[src/rtl/mem_requester_pkg.sv]
// Shared widths and load-width codes for the mem_requester slice.
// Width codes come from io_def.vh (`RAM_WIDTH*); fallbacks apply only when that header is absent.
`ifndef RAM_WIDTH8
`define RAM_WIDTH8  2'b00
`define RAM_WIDTH16 2'b01
`define RAM_WIDTH32 2'b10
`define RAM_WIDTH64 2'b11
`endif

package mem_requester_pkg;

    localparam int ADDR_W = 28;
    localparam int DATA_W = 64;

    localparam logic [1:0] WIDTH_8  = `RAM_WIDTH8;
    localparam logic [1:0] WIDTH_16 = `RAM_WIDTH16;
    localparam logic [1:0] WIDTH_32 = `RAM_WIDTH32;
    localparam logic [1:0] WIDTH_64 = `RAM_WIDTH64;

endpackage

[src/rtl/mem_load_fmt.sv]
// Combinational right-alignment and zero/sign extension of left-aligned bridge read data.
module mem_load_fmt
    import mem_requester_pkg::*;
(
    input  logic [DATA_W-1:0] data,
    input  logic [1:0]        width,
    input  logic              sign_ext,
    output logic [DATA_W-1:0] result
);

    // Every narrow field starts at bit 63, so all widths share one extension bit.
    logic ext;
    assign ext = sign_ext & data[DATA_W-1];

    always_comb begin
        result = data;
        case (width)
            WIDTH_8:  result = {{56{ext}}, data[63:56]};
            WIDTH_16: result = {{48{ext}}, data[63:48]};
            WIDTH_32: result = {{32{ext}}, data[63:32]};
            default:  result = data;
        endcase
    end

endmodule

[src/rtl/mem_requester.sv]
// CPU-side initiator for the DDR2 bridge: one outstanding load/store, strobe, wait, respond.
// Optional completion watchdog enabled by defining MEM_REQ_TIMEOUT_EN.
module mem_requester
    import mem_requester_pkg::*;
#(
    parameter int TIMEOUT_W      = 16,
    parameter int TIMEOUT_CYCLES = 4096
) (
    input  logic              cpu_clk,
    input  logic              rst_n,
    input  logic              req_valid,
    output logic              req_ready,
    input  logic              req_we,
    input  logic [ADDR_W-1:0] req_addr,
    input  logic [1:0]        req_width,
    input  logic              req_signed,
    input  logic [DATA_W-1:0] req_wdata,
    output logic              rsp_valid,
    input  logic              rsp_ready,
    output logic [DATA_W-1:0] rsp_rdata,
    output logic              rsp_err,
    output logic              busy,
    output logic [ADDR_W-1:0] mem_addr,
    output logic [ADDR_W-1:0] mem_read_addr,
    output logic [1:0]        mem_width,
    output logic [DATA_W-1:0] mem_data_in,
    input  logic [DATA_W-1:0] mem_data_out,
    output logic              mem_rstrobe,
    output logic              mem_wstrobe,
    input  logic              mem_transaction_complete,
    input  logic              mem_ready
);

    typedef enum logic [2:0] {
        IDLE,
        WAIT_RDY,
        ISSUE,
        WAIT_CMPL,
        RESP
    } state_t;

    state_t state, state_next;

    logic              cap_we;
    logic [ADDR_W-1:0] cap_addr;
    logic [1:0]        cap_width;
    logic              cap_signed;
    logic [DATA_W-1:0] cap_wdata;
    logic [DATA_W-1:0] fmt_rdata;
    logic              accept;
    logic              timeout_hit;

    // req_ready is gated by rst_n so it reads 0 while reset is held.
    assign req_ready     = (state == IDLE) & rst_n;
    assign accept        = req_valid & req_ready;
    assign busy          = (state != IDLE);
    assign rsp_valid     = (state == RESP);
    assign mem_rstrobe   = (state == ISSUE) & ~cap_we;
    assign mem_wstrobe   = (state == ISSUE) & cap_we;
    assign mem_addr      = cap_addr;
    assign mem_read_addr = cap_addr;
    assign mem_width     = cap_width;
    assign mem_data_in   = cap_wdata;

`ifdef MEM_REQ_TIMEOUT_EN
    logic [TIMEOUT_W-1:0] wd_count;

    always_ff @(posedge cpu_clk or negedge rst_n) begin
        if (!rst_n) begin
            wd_count <= '0;
        end else if (state == ISSUE) begin
            wd_count <= '0;
        end else if (state == WAIT_CMPL) begin
            wd_count <= wd_count + TIMEOUT_W'(1);
        end
    end

    assign timeout_hit = (state == WAIT_CMPL) &&
                         (wd_count == TIMEOUT_W'(TIMEOUT_CYCLES - 1));
`else
    logic unused_cfg;
    assign unused_cfg  = ^{TIMEOUT_W[0], TIMEOUT_CYCLES[0]};
    assign timeout_hit = 1'b0;
`endif

    always_ff @(posedge cpu_clk or negedge rst_n) begin
        if (!rst_n) begin
            state <= IDLE;
        end else begin
            state <= state_next;
        end
    end

    always_comb begin
        state_next = state;
        case (state)
            IDLE:      if (accept) state_next = WAIT_RDY;
            WAIT_RDY:  if (mem_ready) state_next = ISSUE;
            ISSUE:     state_next = WAIT_CMPL;
            WAIT_CMPL: if (mem_transaction_complete || timeout_hit) state_next = RESP;
            RESP:      if (rsp_ready) state_next = IDLE;
            default:   state_next = IDLE;
        endcase
    end

    // Capture registers only load in IDLE, so the bridge-facing fields hold for the whole transaction.
    always_ff @(posedge cpu_clk or negedge rst_n) begin
        if (!rst_n) begin
            cap_we     <= 1'b0;
            cap_addr   <= '0;
            cap_width  <= '0;
            cap_signed <= 1'b0;
            cap_wdata  <= '0;
        end else if (accept) begin
            cap_we     <= req_we;
            cap_addr   <= req_addr;
            cap_width  <= req_width;
            cap_signed <= req_signed;
            cap_wdata  <= req_wdata;
        end
    end

    mem_load_fmt u_fmt (
        .data     (mem_data_out),
        .width    (cap_width),
        .sign_ext (cap_signed),
        .result   (fmt_rdata)
    );

    // A completion in the expiry cycle takes priority over the watchdog.
    always_ff @(posedge cpu_clk or negedge rst_n) begin
        if (!rst_n) begin
            rsp_rdata <= '0;
            rsp_err   <= 1'b0;
        end else if (state == WAIT_CMPL) begin
            if (mem_transaction_complete) begin
                rsp_rdata <= cap_we ? '0 : fmt_rdata;
                rsp_err   <= 1'b0;
            end else if (timeout_hit) begin
                rsp_rdata <= '0;
                rsp_err   <= 1'b1;
            end
        end else if (state == RESP && rsp_ready) begin
            rsp_rdata <= '0;
            rsp_err   <= 1'b0;
        end
    end

endmodule

[config.mk]
export PLATFORM = sky130hd
export DESIGN_NAME = mem_requester
export DESIGN_NICKNAME = d
export VERILOG_FILES = /design/src/rtl/mem_requester_pkg.sv /design/src/rtl/mem_load_fmt.sv /design/src/rtl/mem_requester.sv
export SDC_FILE = /design/constraint.sdc
export NUM_CORES = 1
export LEC_CHECK = 0
export CORE_AREA = 2 2 140 142
export CTS_CLUSTER_SIZE = 24
export DETAILED_ROUTE_END_ITERATION = 10
export DIE_AREA = 0 0 142 144
export DONT_BUFFER_PORTS = 1
export SYNTH_ARGS = -nofsm -noshare
export SYNTH_HDL_FRONTEND = slang
export SYNTH_SLANG_ARGS = --single-unit
[constraint.sdc]
create_clock -name cpu_clk -period 3.75 [get_ports cpu_clk]
set_input_delay 0.375 -clock cpu_clk [delete_from_list [all_inputs] [get_ports cpu_clk]]
set_output_delay 0.375 -clock cpu_clk [all_outputs]
set_load 0.01 [all_outputs]
# Word level (Yosys, flattened, before mapping)
# Cells that the tools add are included.
dict set report totals {
  ff_bits 164
  mem_count 0
  romBits 0
  inputBits 166
  latch_bits 0
  ram_bits 0
}
dict set report classes {
  bitwise 6
  n_eq_ne 10
  mul 0
  n_addsub 0
  n_reduce_logical 7
  n_lt_le_gt_ge 0
  n_div 0
  shift 0
  mux 13
}
# cell n
set ops {}
lappend ops {{$mux W64} 4}
lappend ops {{$pmux W64 S3} 1}
lappend ops {{$pmux W3 S5} 1}
lappend ops {{$mux W3} 4}
lappend ops {{$eq A3 B2 Y1 const B} 2}
lappend ops {{$ne A2 B2 Y1 const B} 3}
lappend ops {{$and A1 B1 Y1} 5}
lappend ops {{$reduce_and A4 Y1} 1}
lappend ops {{$eq A3 B1 Y1 const B} 1}
lappend ops {{$eq A3 B3 Y1 const B} 1}
lappend ops {{$logic_not A3 Y1} 1}
lappend ops {{$mux W1} 3}
lappend ops {{$reduce_bool A3 Y1} 1}
lappend ops {{$eq A2 B1 Y1 const B} 1}
lappend ops {{$eq A2 B2 Y1 const B} 1}
lappend ops {{$logic_not A2 Y1} 1}
lappend ops {{$ne A2 B1 Y1 const B} 1}
lappend ops {{$reduce_and A2 Y1} 1}
lappend ops {{$reduce_bool A2 Y1} 1}
lappend ops {{$logic_and A1 B1 Y1} 1}
lappend ops {{$not A1 Y1} 1}

# Depth between registers and ports, before layout
# Gate-level depths: netlist of run 1.
dict set report logic_depth {
  ltp_word 5
  depth_mapped 6
  mapped_depth_nobuf 3
}

# Modules after synthesis
# From an unflattened synthesis of run 1, not the netlist that was laid out.
dict set report unflattened {
  cells_unflattened 630
  hier_area_um2 8018.9
}
# module cells_each n_inst area_per_inst_um2
set by_module_without_submodules {}
lappend by_module_without_submodules {mem_requester 528 1 6914.1}
lappend by_module_without_submodules {mem_load_fmt 102 1 1104.8}

# Worst setup path after synthesis of run 1
# OpenSTA, ideal clock, no wires.
dict set report synth_path {
  kind {reg2reg}
  start {register cap_width[0] (netlist: mem_width[0])}
  end {register rsp_rdata[24]}
  slack_ps 2127
  arrival_time_ps 1502
  period_less_slack_ps 1623
  path_buffers 3
  required_time_ps 3629
  stages_incl_launch_ff 7
  path_cell_list {dfrtp_1 buf_4 buf_4 buf_2 mux2i_1 nand2_1 a22o_1}
}
dict set report synth_via {
  elab_chain_len 5
  word_cells_on_any_way 7
  classes_between {eq/ne (2); mux (4); reduce/logical (1)}
}
# element line_no
set synth_rtl {}
lappend synth_rtl {{start: declaration} mem_requester.sv:46} ;# logic [1:0] cap_width;
lappend synth_rtl {{start signal: assignment} mem_requester.sv:117} ;# cap_width <= req_width;
lappend synth_rtl {{$eq A2 B2 Y1 (tied with other cells)} mem_load_fmt.sv:17} ;# case (width)
lappend synth_rtl {{$pmux W64 S3 (*)} mem_load_fmt.sv:17}
lappend synth_rtl {{$mux W64 (*)} mem_requester.sv:137} ;# rsp_rdata <= cap_we ? '0 : fmt_rdata;
lappend synth_rtl {{$mux W64 (*)} mem_requester.sv:136} ;# if (mem_transaction_complete) begin
lappend synth_rtl {{$mux W64 (*)} mem_requester.sv:135} ;# end else if (state == WAIT_CMPL) begin
lappend synth_rtl {{end signal: assignment} mem_requester.sv:137}
lappend synth_rtl {{end: declaration} mem_requester.sv:20} ;# output logic [DATA_W-1:0] rsp_rdata,
# Every way passes the cells marked *; elsewhere a longest branch is shown, timed or not. The select of a mux whose other input is x is not followed.
# A chain may end at the register's enable or synchronous reset.

# Worst setup path after layout of run 1
dict set report layout_path {
  start {register cap_width[0] (netlist: mem_width[0])}
  end {register rsp_rdata[50]}
}
# Same word-level chain as after synthesis.

==> impl_metrics.tcl, run 1 <==
set metrics [dict create \
    core_um2 19100 \
    worstMarginPinSlew_ns 1.05 \
    finalMaxSlewViolations 0 \
    wire_per_inst_um 24.9 \
    vias_per_cell 5.50 \
    grt_max_degree 167 \
    cp_max_fo 32 \
    cp.depth 3 \
    reg2reg_depth 3 \
    rsz0062_at_grt "false" \
    synth-async-reset-ratio_pct 100 \
    synthDistinctLibCells 32 \
    n_antenna_cell 0 \
    slowest_delay_ns 0.89 \
    setup_viol 0 \
    worstHoldPathType "in -> async" \
    maxCapViolCount 0 \
    cp_slowest_cell "dfrtp_2" \
    status "complete, but fails checks" \
    netlist.area_leader.share_pct 58.3 \
    clk_latency_ns 0.42 \
    synth.area.top_cells "dfrtp_1, mux2_2, mux2_1, a22o_1, o2bb2ai_1" \
    final_nets 632 \
    path_cells "nand2_1 > a211o_1 > o2bb2ai_1" \
    die_area_um2 20400 \
    synthAdderAreaFrac_pct 0 \
    synth-seq-cells 163 \
    cts_tree "built" \
    max-vdd-ir-drop_mv 0.304 \
    slew_headroom_pct 29.9 \
    drt.antenna.violating_nets 0 \
    ys.flop_type "dfrtp_1" \
    syn_inst 503 \
    clock_sinks 163 \
    synthSimpleGateAreaFrac_pct 4.24 \
    hpwl_um 13000 \
    drive_gt1_share_pct 23.0 \
    yosys_warnings 0 \
    globalplace.congestion 0.814 \
    first_global_vias 4243 \
    synth_seq_area_share_pct 58.3 \
    fin_tns_setup_ns 0 \
    holdWs_ns -0.349 \
    synthesis.area_um2 6990 \
    synth_compound_area_share_pct 9.89 \
    skew_ns 0.0101 \
    die_h_um 144 \
    cp.arrival_ns 2.45 \
    synth.most_common_cell "dfrtp_1" \
    cp.required_ns 4.07 \
    synth_edf_count 0 \
    grt_antenna_before_repair 0 \
    synth_common_cells "dfrtp_1, mux2_2, mux2_1" \
    clockRootBuffer "clkbuf_16" \
    grt_overflow 0 \
    io_buffers 0 \
    syn_avg_cell_area_um2 13.9 \
    io_pins 358 \
    dr.pass1.iters 4 \
    die_w_um 142 \
    clock_path_buffers 2 \
    path_buf_inv 0 \
    htree_levels 4 \
    start_util_pct 36.7 \
    num_vias 3943 \
    failed_checks "hold timing" \
    worstSetupStartpointType "flop" \
    crit_type "reg -> reg" \
    muxShareOfSynthArea_pct 21.5 \
    fmax_mhz 471 \
    syn_nets 669 \
    power.density_nw_per_um2 961 \
    post-cts-setup-buffers 0 \
    path_clk_slew_ns 0.07 \
    synth-xor-area-share_pct 0 \
    rows 51 \
    fillers 1753 \
    cp_top_family "compound AO/OA/AOI/OAI gates" \
    grt.total_usage_pct 17.1 \
    area_growth_pct 7.94 \
    p_leak_nw 3.34 \
    synth_top_family_by_area "multiplexers" \
    period_share_pct 56.6 \
    drc_errors 0 \
    grt_pass1_wl_um 25700 \
    ctsResizeCount 0 \
    drt_iter0_drc 173 \
    cts_buffers 17 \
    wl_um 17900 \
    critPathCaptureType "flop" \
    fin_crit_ns 2.12 \
    hold_viol 163 \
    synth_top_area_cell "dfrtp_1" \
]
[worst paths after layout]
check	startpoint	to	slack [ns]
min in group cpu_clk	req_width[0]	mem_width[0]$_DFFE_PN0P_	0.09
max in group asynchronous	rst_n	mem_data_in[39]$_DFFE_PN0P_	3.94
worst min register to register	state[2]$_DFFE_PN0P_	state[0]$_DFFE_PN0P_	0.55
worst max register to register	mem_width[0]$_DFFE_PN0P_	rsp_rdata[50]$_DFFE_PN0P_	1.63
worst min-delay path	rst_n	rsp_rdata[30]$_DFFE_PN0P_	-0.35
worst max-delay path	mem_width[0]$_DFFE_PN0P_	rsp_rdata[50]$_DFFE_PN0P_	1.63
[cell usage in the layout, fill, tap and decap left out, types with 2 or more instances in the layout]
cell and n:
o2bb2ai_1 32, clkbuf_16 17, mux2_2 56, nand2b_1 2, clkinv_4 2, nand2_1 21, clkinvlp_4 4, mux2_1 40
inv_6 4, bufinv_16 2, inv_1 3, nor2_1 32, a22o_1 32, dfrtp_1 162, mux4_2 8, a21oi_1 4
mux2i_1 24, buf_4 7, nor3_2 2, a211o_1 2, a2bb2oi_1 7
[final cells by class]
class / count / area [um^2] / share of cell area [%]
sequential: 163 / 4080 / 54.0
multi-input combinational: 274 / 2520 / 33.3
clock buffer: 19 / 443 / 5.87
tap: 238 / 298 / 3.94
clock inverter: 13 / 148 / 1.96
timing repair buffer: 7 / 52.6 / 0.696
inverter: 3 / 11.3 / 0.149
[state kept, by name, summed over array words and instances (netlist names)]
| signal | cells |
|---|---|
| mem_data_in | 64 |
| rsp_rdata | 64 |
| mem_addr | 28 |
| cap_we | 1 |
| state | 3 |
| cap_signed | 1 |
| mem_width | 2 |
[per-stage QoR]
stage	std cells	setup slack, ns	utilization (%)	power (mW)	instance area, um^2
finish	717	1.63	39.6	7.25	7550
detailed placement	685	1.58	36.5	5.60	6960
CTS	717	1.57	39.6	7.36	7550
global route	717	1.39	39.6	7.70	7550
floorplan	503	2.13	-	5.28	6990
global placement	685	1.65	36.5	5.49	6960
[cells by family (layout without fill, tap and decap cells)]
kind of cell | after synthesis | count (layout)
and+or+nand+nor | 64 | 64
other | 1 | 1
buffers and inverters | 66 | 42
muxes | 128 | 128
DFF | 163 | 163
AOI/OAI and AO/OA | 81 | 81
[where the power goes]
group	internal [mW]	switching, mW
Combinational	0.926	0.659
Sequential	2.61	1.32
Clock	1.01	0.722
Total	4.55	2.70
[metal layers]
layer / wire, um / GRT usage (%) / up-vias
li1: - / - / 1717
met1: 6260 / 18.2 / 1978
met2: 9500 / 30.3 / 232
met3: 1860 / 7.38 / 16
met4: 232 / 5.79 / 0
met5: 0 / 0 / -
Note: power is estimated with default switching activity, not from simulation.
==> run 2: changes to the inputs <==
clock period = 1.8 ns   (was 3.75 ns; I/O delays follow)
==> run 2 against run 1 <==
The run still ends with hold timing left. Critical path depth increased by 2. Clock power increased by 110%. Sequential share of layout area decreased by 9.3 points. Core utilization increased by 8.2 points. Die area unchanged. Combinational power increased to 2.6 times the previous value. Routed wire length increased by 12%. Final area increased by 21%. Register-to-register slack got worse by 1.6 ns. Global-route usage increased by 2.0 points. Highest routed layer unchanged.
==> impl_metrics.tcl, run 2 (synthesis gave the netlist of run 1 again) <==
set metrics [dict create \
    status "complete, but fails checks" \
    failed_checks "hold timing" \
    grt_antenna_before_repair 1 \
    die_area_um2 20400 \
    vias_per_cell 5.37 \
    grt_pass1_wl_um 29100 \
    path_clk_slew_ns 0.06 \
    cp_max_fo 8 \
    maxCapViolCount 0 \
    die_h_um 144 \
    worstHoldPathType "in -> async" \
    hpwl_um 13600 \
    place_ws_ns 0.0670 \
    io_buffers 0 \
    crit_type "reg -> reg" \
    drt.antenna.violating_nets 0 \
    drc_errors 0 \
    skew_ns 0.00864 \
    max-vdd-ir-drop_mv 0.712 \
    post-cts-setup-buffers 0 \
    layout_common_cells "dfrtp_1, dlygate4sd3_1, mux2_2" \
    finalMaxSlewViolations 0 \
    hold_viol 163 \
    area_growth_pct 30.4 \
    clock_sinks 163 \
    num_vias 4656 \
    drt_iter0_drc 178 \
    die_w_um 142 \
    setup_slack_ns 0.0714 \
    fin_crit_ns 1.73 \
    fin_util_pct 47.8 \
    p_leak_nw 4.03 \
    cts_buffers 17 \
    grt.total_usage_pct 19.1 \
    clk_latency_ns 0.42 \
    cts_tree "built" \
    rsz0062_at_grt "true" \
    first_global_vias 4937 \
    postCtsHoldBufs 135 \
    period_share_pct 96.0 \
    final_nets 780 \
    layout_commonest_cell "dfrtp_1" \
    htree_levels 4 \
    dr.pass1.iters 5 \
    critPathCaptureType "flop" \
    wl_um 20000 \
    rows 51 \
    holdWs_ns -0.542 \
    cp.arrival_ns 2.08 \
    cp.required_ns 2.15 \
    power.density_nw_per_um2 1750 \
    core_um2 19100 \
    grt_max_degree 167 \
    io_pins 358 \
    globalplace.congestion 0.819 \
    clockRootBuffer "clkbuf_16" \
    drive_gt1_share_pct 19.6 \
    fmax_mhz 579 \
    clock_path_buffers 2 \
    wire_per_inst_um 23.1 \
    worstSetupStartpointType "flop" \
    start_util_pct 36.7 \
    setup_viol 0 \
    grt_overflow 0 \
]
run 2: cell count changes in the layout (fill, tap and decap cells not counted):
cell           before  now
nor3_2              2    1
clkinv_2            1    3
dlygate4sd3_1       0  135
bufinv_16           2    3
clkbuf_8            1    2
diode_2             0    2
clkinv_4            2    1
clkinvlp_4          4    3
buf_12              0    7
nor3_4              0    1
buf_4               7   13
inv_6               4    2
run 2: critical path: stages, from the launching register on:
cell	delay, ns
dfrtp_1	0.49
nor3b_2	0.33
buf_4	0.20
nand2b_1	0.06
nand2_1	0.06
dlygate4sd3_1	0.54
run 2: area by class of cell:
| cell class | count | area (um^2) |
|---|---|---|
| fill | 1613 | 9960 |
| sequential | 163 | 4080 |
| multi-input combinational | 274 | 2520 |
| timing repair buffer | 155 | 1590 |
| clock buffer | 20 | 457 |
| tap | 238 | 298 |
| clock inverter | 12 | 154 |
| inverter | 3 | 11.3 |
| antenna | 2 | 5.00 |
run 2: final timing paths:
kind / startpoint / endpoint / slack (ns) / cells after the start
setup / recovery: state[1]$_DFFE_PN0P_ / state[2]$_DFFE_PN0P_ / 0.07 / 5
hold / removal: rst_n / rsp_rdata[30]$_DFFE_PN0P_ / -0.54 / 0
setup reg to reg: state[1]$_DFFE_PN0P_ / state[2]$_DFFE_PN0P_ / 0.07 / 5
hold reg to reg: rsp_rdata[63]$_DFFE_PN0P_ / rsp_rdata[63]$_DFFE_PN0P_ / 0.56 / 1
max in group asynchronous: rst_n / mem_data_in[41]$_DFFE_PN0P_ / 2.07 / 0
min in group cpu_clk: mem_data_out[28] / rsp_rdata[28]$_DFFE_PN0P_ / 0.02 / 3
run 2: power breakdown:
part	switching, mW	internal [mW]
clock	1.44	2.26
combinational	1.73	2.40
sequential	2.66	5.45
total	5.82	10.1
run 2: layer usage:
metal | vias up | routed length (um) | GRT usage, %
li1 | 2014 | - | -
met1 | 2371 | 7160 | 20.3
met2 | 249 | 10700 | 34.5
met3 | 22 | 1750 | 7.65
met4 | 0 | 397 | 6.26
met5 | - | 0 | 0
run 2: what timing repair did:
action	4_1_cts	5_1_grt
gates resized for setup	1	0
gates cloned	0	0
hold endpoints to repair	297	163
endpoints found under the setup margin	1	2
run 2: through the flow:
| stage | hold slack [ns] | total power [mW] | std cells | instance area, um^2 | TNS [ns] |
|---|---|---|---|---|---|
| floorplan | -0.116 | 11.0 | 503 | 6990 | 0 |
| global placement | -0.110 | 11.8 | 698 | 7140 | 0 |
| detailed placement | -0.109 | 12.0 | 698 | 7140 | 0 |
| CTS | -0.564 | 16.1 | 865 | 9110 | 0 |
| global route | -0.580 | 16.8 | 865 | 9110 | -0.0279 |
| finish | -0.542 | 15.9 | 867 | 9120 | 0 |
